## src/rtl/riscv_core_issue_ctrl.sv

```systemverilog
// Two-slot in-order issue window for the dual-issue core.
// Steers issued instructions onto pipe A (any) and pipe B (ALU only).
module riscv_core_issue_ctrl #(
  parameter int W_PAYLOAD = 32
) (
  input  logic                 clk,
  input  logic                 reset,
  input  logic                 in_val0,
  input  logic                 in_val1,
  input  logic [4:0]           in_src0_srcA,
  input  logic                 in_src0_srcA_en,
  input  logic [4:0]           in_src0_srcB,
  input  logic                 in_src0_srcB_en,
  input  logic [4:0]           in_src0_dst,
  input  logic                 in_src0_dst_en,
  input  logic [1:0]           in_src0_func,
  input  logic [W_PAYLOAD-1:0] in_src0_payload,
  input  logic [4:0]           in_src1_srcA,
  input  logic                 in_src1_srcA_en,
  input  logic [4:0]           in_src1_srcB,
  input  logic                 in_src1_srcB_en,
  input  logic [4:0]           in_src1_dst,
  input  logic                 in_src1_dst_en,
  input  logic [1:0]           in_src1_func,
  input  logic [W_PAYLOAD-1:0] in_src1_payload,
  output logic                 in_rdy,
  input  logic                 flush,
  input  logic                 stall_X0hl,
  input  logic                 stall_ir0,
  input  logic                 stall_ir1,
  output logic [4:0]           src00,
  output logic [4:0]           src01,
  output logic [4:0]           src10,
  output logic [4:0]           src11,
  output logic                 src00_en,
  output logic                 src01_en,
  output logic                 src10_en,
  output logic                 src11_en,
  output logic [4:0]           dst0,
  output logic [4:0]           dst1,
  output logic                 dst0_en,
  output logic                 dst1_en,
  output logic [1:0]           func_ir0,
  output logic [1:0]           func_ir1,
  output logic                 inst_val_Dhl,
  output logic                 ir0_issued,
  output logic                 ir1_issued,
  output logic                 steer_signal,
  output logic                 issA_val,
  output logic                 issB_val,
  output logic [W_PAYLOAD-1:0] issA_payload,
  output logic [W_PAYLOAD-1:0] issB_payload,
  output logic [31:0]          dual_cnt,
  output logic [31:0]          single_cnt
);

  typedef struct packed {
    logic [4:0]           srca;
    logic                 srca_en;
    logic [4:0]           srcb;
    logic                 srcb_en;
    logic [4:0]           dst;
    logic                 dst_en;
    logic [1:0]           func;
    logic [W_PAYLOAD-1:0] payload;
  } slot_t;

  slot_t s0, s1, in0, in1;
  logic  v0q, v1q, v0, v1;
  logic  alu0, alu1, raw, waw, strct;

  assign in0 = '{in_src0_srcA, in_src0_srcA_en, in_src0_srcB,
                 in_src0_srcB_en, in_src0_dst, in_src0_dst_en,
                 in_src0_func, in_src0_payload};
  assign in1 = '{in_src1_srcA, in_src1_srcA_en, in_src1_srcB,
                 in_src1_srcB_en, in_src1_dst, in_src1_dst_en,
                 in_src1_func, in_src1_payload};

  assign v0 = v0q && !reset;
  assign v1 = v1q && !reset;

  assign src00    = s0.srca;
  assign src01    = s0.srcb;
  assign src10    = s1.srca;
  assign src11    = s1.srcb;
  assign src00_en = s0.srca_en;
  assign src01_en = s0.srcb_en;
  assign src10_en = s1.srca_en;
  assign src11_en = s1.srcb_en;
  assign dst0     = s0.dst;
  assign dst1     = s1.dst;
  assign dst0_en  = s0.dst_en;
  assign dst1_en  = s1.dst_en;
  assign func_ir0 = s0.func;
  assign func_ir1 = s1.func;
  assign inst_val_Dhl = v0;

  assign alu0  = s0.func == 2'b00;
  assign alu1  = s1.func == 2'b00;
  assign raw   = s0.dst_en && s0.dst != 5'd0 &&
                 ((s1.srca_en && s1.srca == s0.dst) ||
                  (s1.srcb_en && s1.srcb == s0.dst));
  assign waw   = s0.dst_en && s1.dst_en &&
                 s0.dst == s1.dst && s0.dst != 5'd0;
  assign strct = !alu0 && !alu1;

  assign ir0_issued = v0 && !stall_ir0 && !stall_X0hl && !flush;
  assign ir1_issued = ir0_issued && v1 && !stall_ir1 &&
                      !raw && !waw && !strct;
  // Pipe B is ALU-only, so a non-ALU younger op must take pipe A.
  assign steer_signal = v0 && alu0 && v1 && !alu1;
  assign in_rdy = !reset && !flush &&
                  (!v0 || (ir0_issued && (ir1_issued || !v1)));

  always_comb begin
    issA_val     = 1'b0;
    issB_val     = 1'b0;
    issA_payload = '0;
    issB_payload = '0;
    if (steer_signal) begin
      issB_val = ir0_issued;
      issA_val = ir1_issued;
      if (ir0_issued) issB_payload = s0.payload;
      if (ir1_issued) issA_payload = s1.payload;
    end else begin
      issA_val = ir0_issued;
      issB_val = ir1_issued;
      if (ir0_issued) issA_payload = s0.payload;
      if (ir1_issued) issB_payload = s1.payload;
    end
  end

  always_ff @(posedge clk) begin
    if (reset || flush) begin
      v0q <= 1'b0;
      v1q <= 1'b0;
    end else if (in_rdy && in_val0) begin
      v0q <= 1'b1;
      v1q <= in_val1;
      s0  <= in0;
      s1  <= in1;
    end else if (in_rdy) begin
      v0q <= 1'b0;
      v1q <= 1'b0;
    end else if (ir0_issued && !ir1_issued && v1q) begin
      s0  <= s1;
      v1q <= 1'b0;
    end
  end

  always_ff @(posedge clk) begin
    if (reset) begin
      dual_cnt   <= '0;
      single_cnt <= '0;
    end else if (ir0_issued && ir1_issued) begin
      dual_cnt   <= dual_cnt + 32'd1;
    end else if (ir0_issued) begin
      single_cnt <= single_cnt + 32'd1;
    end
  end

endmodule
```

## config.mk

```make
export PLATFORM = sky130hd
export DESIGN_NAME = riscv_core_issue_ctrl
export DESIGN_NICKNAME = d
export VERILOG_FILES = /design/src/rtl/riscv_core_issue_ctrl.sv
export SDC_FILE = /design/constraint.sdc
export NUM_CORES = 1
export LEC_CHECK = 0
export CORE_MARGIN = 1
export CORE_UTILIZATION = 31
export DETAILED_ROUTE_END_ITERATION = 8
export MAX_ROUTING_LAYER = met4
export PLACE_DENSITY = 0.59
export SLEW_MARGIN = 10
export SYNTH_ARGS = -nofsm -noshare
export SYNTH_HDL_FRONTEND = slang
export SYNTH_SLANG_ARGS = --single-unit
```

## constraint.sdc

```tcl
create_clock -name clk -period 6.1 [get_ports clk]
set_input_delay 0.61 -clock clk [delete_from_list [all_inputs] [get_ports clk]]
set_output_delay 0.61 -clock clk [all_outputs]
set_load 0.01 [all_outputs]
```

== Word level (Yosys, flattened, before mapping) ==
Cells that the tools add are included.

* Register bits: 170
* Input bits: 112
* Output and inout port bits: 175
* Logic and storage cells: 96

* Add/sub/neg operators: 2
* Eq/ne operators: 4
* Multiplexer cells: 14
* Bitwise gates (word level): 2
* Reductions and logical operators: 54

{| class="wikitable"
|+ Operators by type and width
! cell !! count
|-
| $mux 52 || 3
|-
| $mux 32 || 4
|-
| $add 32x1->32 const B || 2
|-
| $logic_and 1x1->1 || 28
|-
| $eq 5x5->1 || 3
|-
| $logic_not 1->1 || 13
|-
| $mux 1 || 7
|-
| $reduce_bool 5->1 || 1
|-
| $logic_not 2->1 || 2
|-
| $logic_or 1x1->1 || 4
|-
| $reduce_and 2->1 || 2
|-
| $reduce_bool 2->1 || 2
|-
| $reduce_and 3->1 || 1
|-
| $reduce_bool 3->1 || 1
|-
| $ne 2x1->1 const B || 1
|-
| $not 1->1 || 2
|}

== Depth between registers and ports, before layout ==
* Word-level depth: 17
* Gate-level depth with buffers: 10
* Depth with buffers taken out: 7

== Worst setup path before layout ==
Ideal clock, no wire load.

* Kind: reg-to-reg
* From: reg s0 (netlist bit dst0[3])
* To: reg s0 (netlist bit dst0[0]), enable pin
* Setup time: 0.479 ns
* Data arrival time: 4.418 ns
* Data required time: 5.621 ns
* Setup slack: 1.202 ns
* Stages on the path, launching flop included: 10
* Buffers on the path: 2
* Period minus slack after synthesis: 4.898 ns
* Cell sequence: edfxtp_1 xor2_1 nor4_1 a31o_2 o31a_1 inv_1 clkbuf_1 buf_2 a2bb2oi_1 a21oi_1

* Cells in the longest elaborated chain, start to end: 15
* Elaborated cells between the ends (all ways): 27
* Those cells by class: 4 x eq/ne; 23 x reduce/logical

{| class="wikitable"
|+ RTL lines
! element !! line !! text
|-
| from (decl) || 68 || <nowiki>slot_t s0, s1, in0, in1;</nowiki>
|-
| from (signal assigned) || 140 || <nowiki>s0 <= in0;</nowiki>
|-
| $eq 5x5->1 (on tied branches) || 101, 102 ||
|-
| $logic_and 1x1->1 (on tied branches) || 101, 102 ||
|-
| $logic_or 1x1->1 || 101 || <nowiki>((s1.srca_en && s1.srca == s0.dst) ||</nowiki>
|-
| $logic_and 1x1->1 || 100 || <nowiki>assign raw = s0.dst_en && s0.dst != 5'd0 &&</nowiki>
|-
| $logic_not 1->1 || 109 || <nowiki>!raw && !waw && !strct;</nowiki>
|-
| $logic_and 1x1->1 || 108 || <nowiki>assign ir1_issued = ir0_issued && v1 && !stall_ir1 &&</nowiki>
|-
| $logic_and 1x1->1 * (2 in series) || 109 ||
|-
| $logic_or 1x1->1 || 113 || <nowiki>(!v0 || (ir0_issued && (ir1_issued || !v1)));</nowiki>
|-
| $logic_and 1x1->1 || 113 ||
|-
| $logic_or 1x1->1 || 113 ||
|-
| $logic_and 1x1->1 || 112 || <nowiki>assign in_rdy = !reset && !flush &&</nowiki>
|-
| $logic_and 1x1->1 || 137 || <nowiki>end else if (in_rdy && in_val0) begin</nowiki>
|-
| $ne 2x1->1 (no line) / $reduce_bool 2->1 (equally long branches) || n/a ||
|-
| $reduce_and 3->1 (no line) * || n/a ||
|}

Mark *: on every way between the ends. The rest lies on a longest branch, timed or not.
A chain may end at the register's enable or synchronous reset.

== Worst setup path in the final report ==
* From: in stall_ir0
* To: out in_rdy

* Cells in the longest elaborated chain, start to end: 13

{| class="wikitable"
|+ RTL lines
! element !! line !! text
|-
| from (decl) || 29 || <nowiki>input logic stall_ir0,</nowiki>
|-
| $logic_not 1->1 * || 107 || <nowiki>assign ir0_issued = v0 && !stall_ir0 && !stall_X0hl && !flush;</nowiki>
|-
| $logic_and 1x1->1 * (3 in series) || 107 ||
|-
| $logic_and 1x1->1 (3 in series) || 108 ||
|-
| $logic_and 1x1->1 (2 in series) || 109 ||
|-
| $logic_or 1x1->1 || 113 ||
|-
| $logic_and 1x1->1 * || 113 ||
|-
| $logic_or 1x1->1 * || 113 ||
|-
| $logic_and 1x1->1 * || 112 ||
|-
| to (decl) || 26 || <nowiki>output logic in_rdy,</nowiki>
|}

Marks and branches as above.

==> impl_metrics.ini <==
[sta]
slew_violations = 0
tightest_slew_ns = 1.087
period_needed_ns = 4.917
finClkSkew_ns = 0.01418
tns_ns = 0
clock.fmax_mhz = 203.4
setup_viol = 0
hold_violations = 0
layout_setup_ws_ns = 1.183
period_share_pct = 80.61
slew_headroom_pct = 27.52
rsz0062_at_grt = no

[power]
leakage_uw = 0.003762
p_sw_share_pct = 22.42
pwr-share-seq_pct = 49.8
p_int_uw = 1957
ir_worst_vdd_v = 0.0001296
power-per-cell-area_mw_per_mm2 = 215.0
switching_power_uw = 565.5
power_frac_clock_pct = 44.1
p_comb_share_pct = 6.1

[routing]
first_pass_iters = 4
drtAntennaViolNets = 0
num_vias = 6778
wl_mm = 24.81
post_drt_wl_per_cell_um = 19.04
drt-initial-drc-count = 446
avgViaCountPerCell = 5.202
drc_errors = 0

[die]
core-area_mm2 = 0.02598
dieWidth_um = 164.7
initial_core_util_pct = 31.59
die-area_mm2 = 0.02714
die_h_um = 164.7
io_pins = 287
rows = 59

[critical_path]
worst-path-max-fanout = 62
crit_path_end_kind = output pin
crit_type = in2out
slowest_stage = o31a_2
cp.arrival_ns = 4.31
required_ns = 5.49
worst-path-buf-inv = 4
cp_top_family = buffers and inverters
cp_common_cell = clkdlybuf4s50_1
crit_path_max_incr_delay_ns = 0.64
path_cells = clkdlybuf4s50_1 > nor3_4 > o2111ai_1 > a31o_2 > o31a_2 > inv_2 > buf_4 > nor2_1 > nor3_1 > clkdlybuf4s50_1
worstSetupStartpointType = input pin

[yosys]
ys_ff_latch = 170
synth_warnings = 0
yosysMostFrequentCell = edfxtp_1
synth-edff-count = 104
synth_seq_area_share_pct = 54.14
synth_commonest_cells = 104 x edfxtp_1, 66 x dfxtp_1, 62 x a22o_1
syn_area_mm2 = 0.008209
synth_cell_types = 51
synth_flop_cell = edfxtp_1
synth_nets = 830
yosysTopAreaCellShare_pct = 38.04
synthArstFlopShare_pct = 0
synth_largest_area_cell = edfxtp_1
avgSynthCellArea_um2 = 11.47
synthTopCellsByArea = edfxtp_1 38%, dfxtp_1 16%, mux2_2 7.1%, a22o_1 6.6%, or4_1 4.2%
syn_inst = 716

[global_route]
antenna_found_initial = 3
grt_usage_pct = 18.47
grt_overflow = 0
grt_start_max_net_pins = 67
grt_pass1_vias = 6373
grt_pass1_wl_mm = 36.85

[clock_tree]
cts_tree = built
insertion_delay_ns = 0.42
numCtsBuffers = 17
htree_num_levels = 4
post_cts_resized = 0
holdBufCountCts = 0
clock_tree.root_cell = clkbuf_16
post_cts_buffers = 0
cts.sinks = 170
path_clk_slew_ns = 0.06
cts_buffer_depth = 2

[placed_design]
numPortBuffers = 286
dp_slack_ns = 1.140
dp_hpwl_mm = 16.97
gp_congestion = 0.8043

[cells_and_area]
fin_nets = 1066
area_delta_synth_final_pct = 42.94
fillCellCount = 2469
drive_gt1_share_pct = 11.71

[run_status]
status = finished clean

[job]
cap_violations = 0

[min_path]
hold_path.class = reg2reg
## registers in the layout, summed over array words and instances, names as in the netlist, 2 cells and up
register,flops
src01,5
func_ir0,2
src00,5
src11,5
single_cnt,32
dual_cnt,32
s0,32
dst0,5
dst1,5
s1,32
src10,5
func_ir1,2
## placed cells by master (no fill, tap or decap), types with 13 or more instances in the layout
cell type	count
mux2_2	52
nand2_1	40
or4_1	46
nand4_1	16
clkbuf_16	17
a21oi_1	59
o31ai_1	45
inv_1	14
dfxtp_1	66
nand3_1	20
o21ai_0	13
a22o_1	62
clkdlybuf4s50_1	285
edfxtp_1	104
## power by group through the flow
stage / clock, uW / sequential, uW / combinational [uW]
global placement: 0 / 1280 / 154
finish: 1110 / 1260 / 154
floorplan: 0 / 1280 / 57.6
global route: 1200 / 1260 / 165
CTS: 1150 / 1260 / 156
detailed placement: 0 / 1280 / 156
## worst paths after layout
check                                               start  depth (start not counted)  slack [ns]                         to
worst max-delay path                            stall_ir0                         10        1.18                     in_rdy
worst min-delay path            dual_cnt[31]$_SDFFE_PP0P_                          1        0.47  dual_cnt[31]$_SDFFE_PP0P_
worst max register to register          dst0[1]$_DFFE_PP_                          8        1.53      func_ir0[0]$_DFFE_PP_
worst min register to register  dual_cnt[31]$_SDFFE_PP0P_                          1        0.47  dual_cnt[31]$_SDFFE_PP0P_
## layout make-up
| class | count | area (um^2) | area share [%] |
|---|---|---|---|
| tap | 335 | 419.2 | 3.572 |
| sequential | 170 | 4444 | 37.88 |
| inverter | 16 | 60.06 | 0.5118 |
| timing repair buffer | 296 | 2933 | 24.99 |
| antenna | 3 | 7.507 | 0.06398 |
| clock inverter | 14 | 161.4 | 1.376 |
| multi-input combinational | 451 | 3279 | 27.95 |
| clock buffer | 18 | 429.2 | 3.657 |
## cell families (layout without fill, tap and decap cells)
group	count (synthesis)	in the layout	synth area share, %
AO/OA/AOI/OAI	197	197	17.04
XOR/XNOR	16	16	1.707
adder cells (fa/ha/maj)	2	2	0.3048
buffers and inverters	95	344	6.295
flip-flops	170	170	54.14
multiplexers	53	53	7.255
other	0	3	0
AND/OR/NAND/NOR	183	183	13.26
## routing by layer
layer	share of wire, %	GRT usage (%)	vias up
met3	7.2	5.650	24
met1	43	22.96	3282
met4	2.1	5.713	0
li1	-	-	3255
met2	48	28.67	217
met5	0	-	-
## worst register-to-register path, cell delays in order (launching register included)
cell and delay [ns]:
edfxtp_1 0.49, xor2_1 0.20, nor4_1 0.40, and3_1 0.27, o31a_2 0.88, inv_2 0.32
o211ai_4 0.94, buf_4 0.44, mux2_2 0.38
## through the flow
stage | total power (uW) | area, um^2 | instances | hold WS [ns] | util [%]
5_1_grt | 2619 | 11730 | 1303 | 0.4923 | 45.16
6_report | 2523 | 11730 | 1303 | 0.4696 | 45.16
4_1_cts | 2561 | 11730 | 1300 | 0.4748 | 45.13
2_1_floorplan | 1337 | 8209 | 716 | 0.4750 | -
3_5_place_dp | 1438 | 11140 | 1268 | 0.4657 | 42.85
3_3_place_gp | 1436 | 11140 | 1268 | 0.4666 | 42.85
Note: power is estimated with default switching activity, not from simulation.
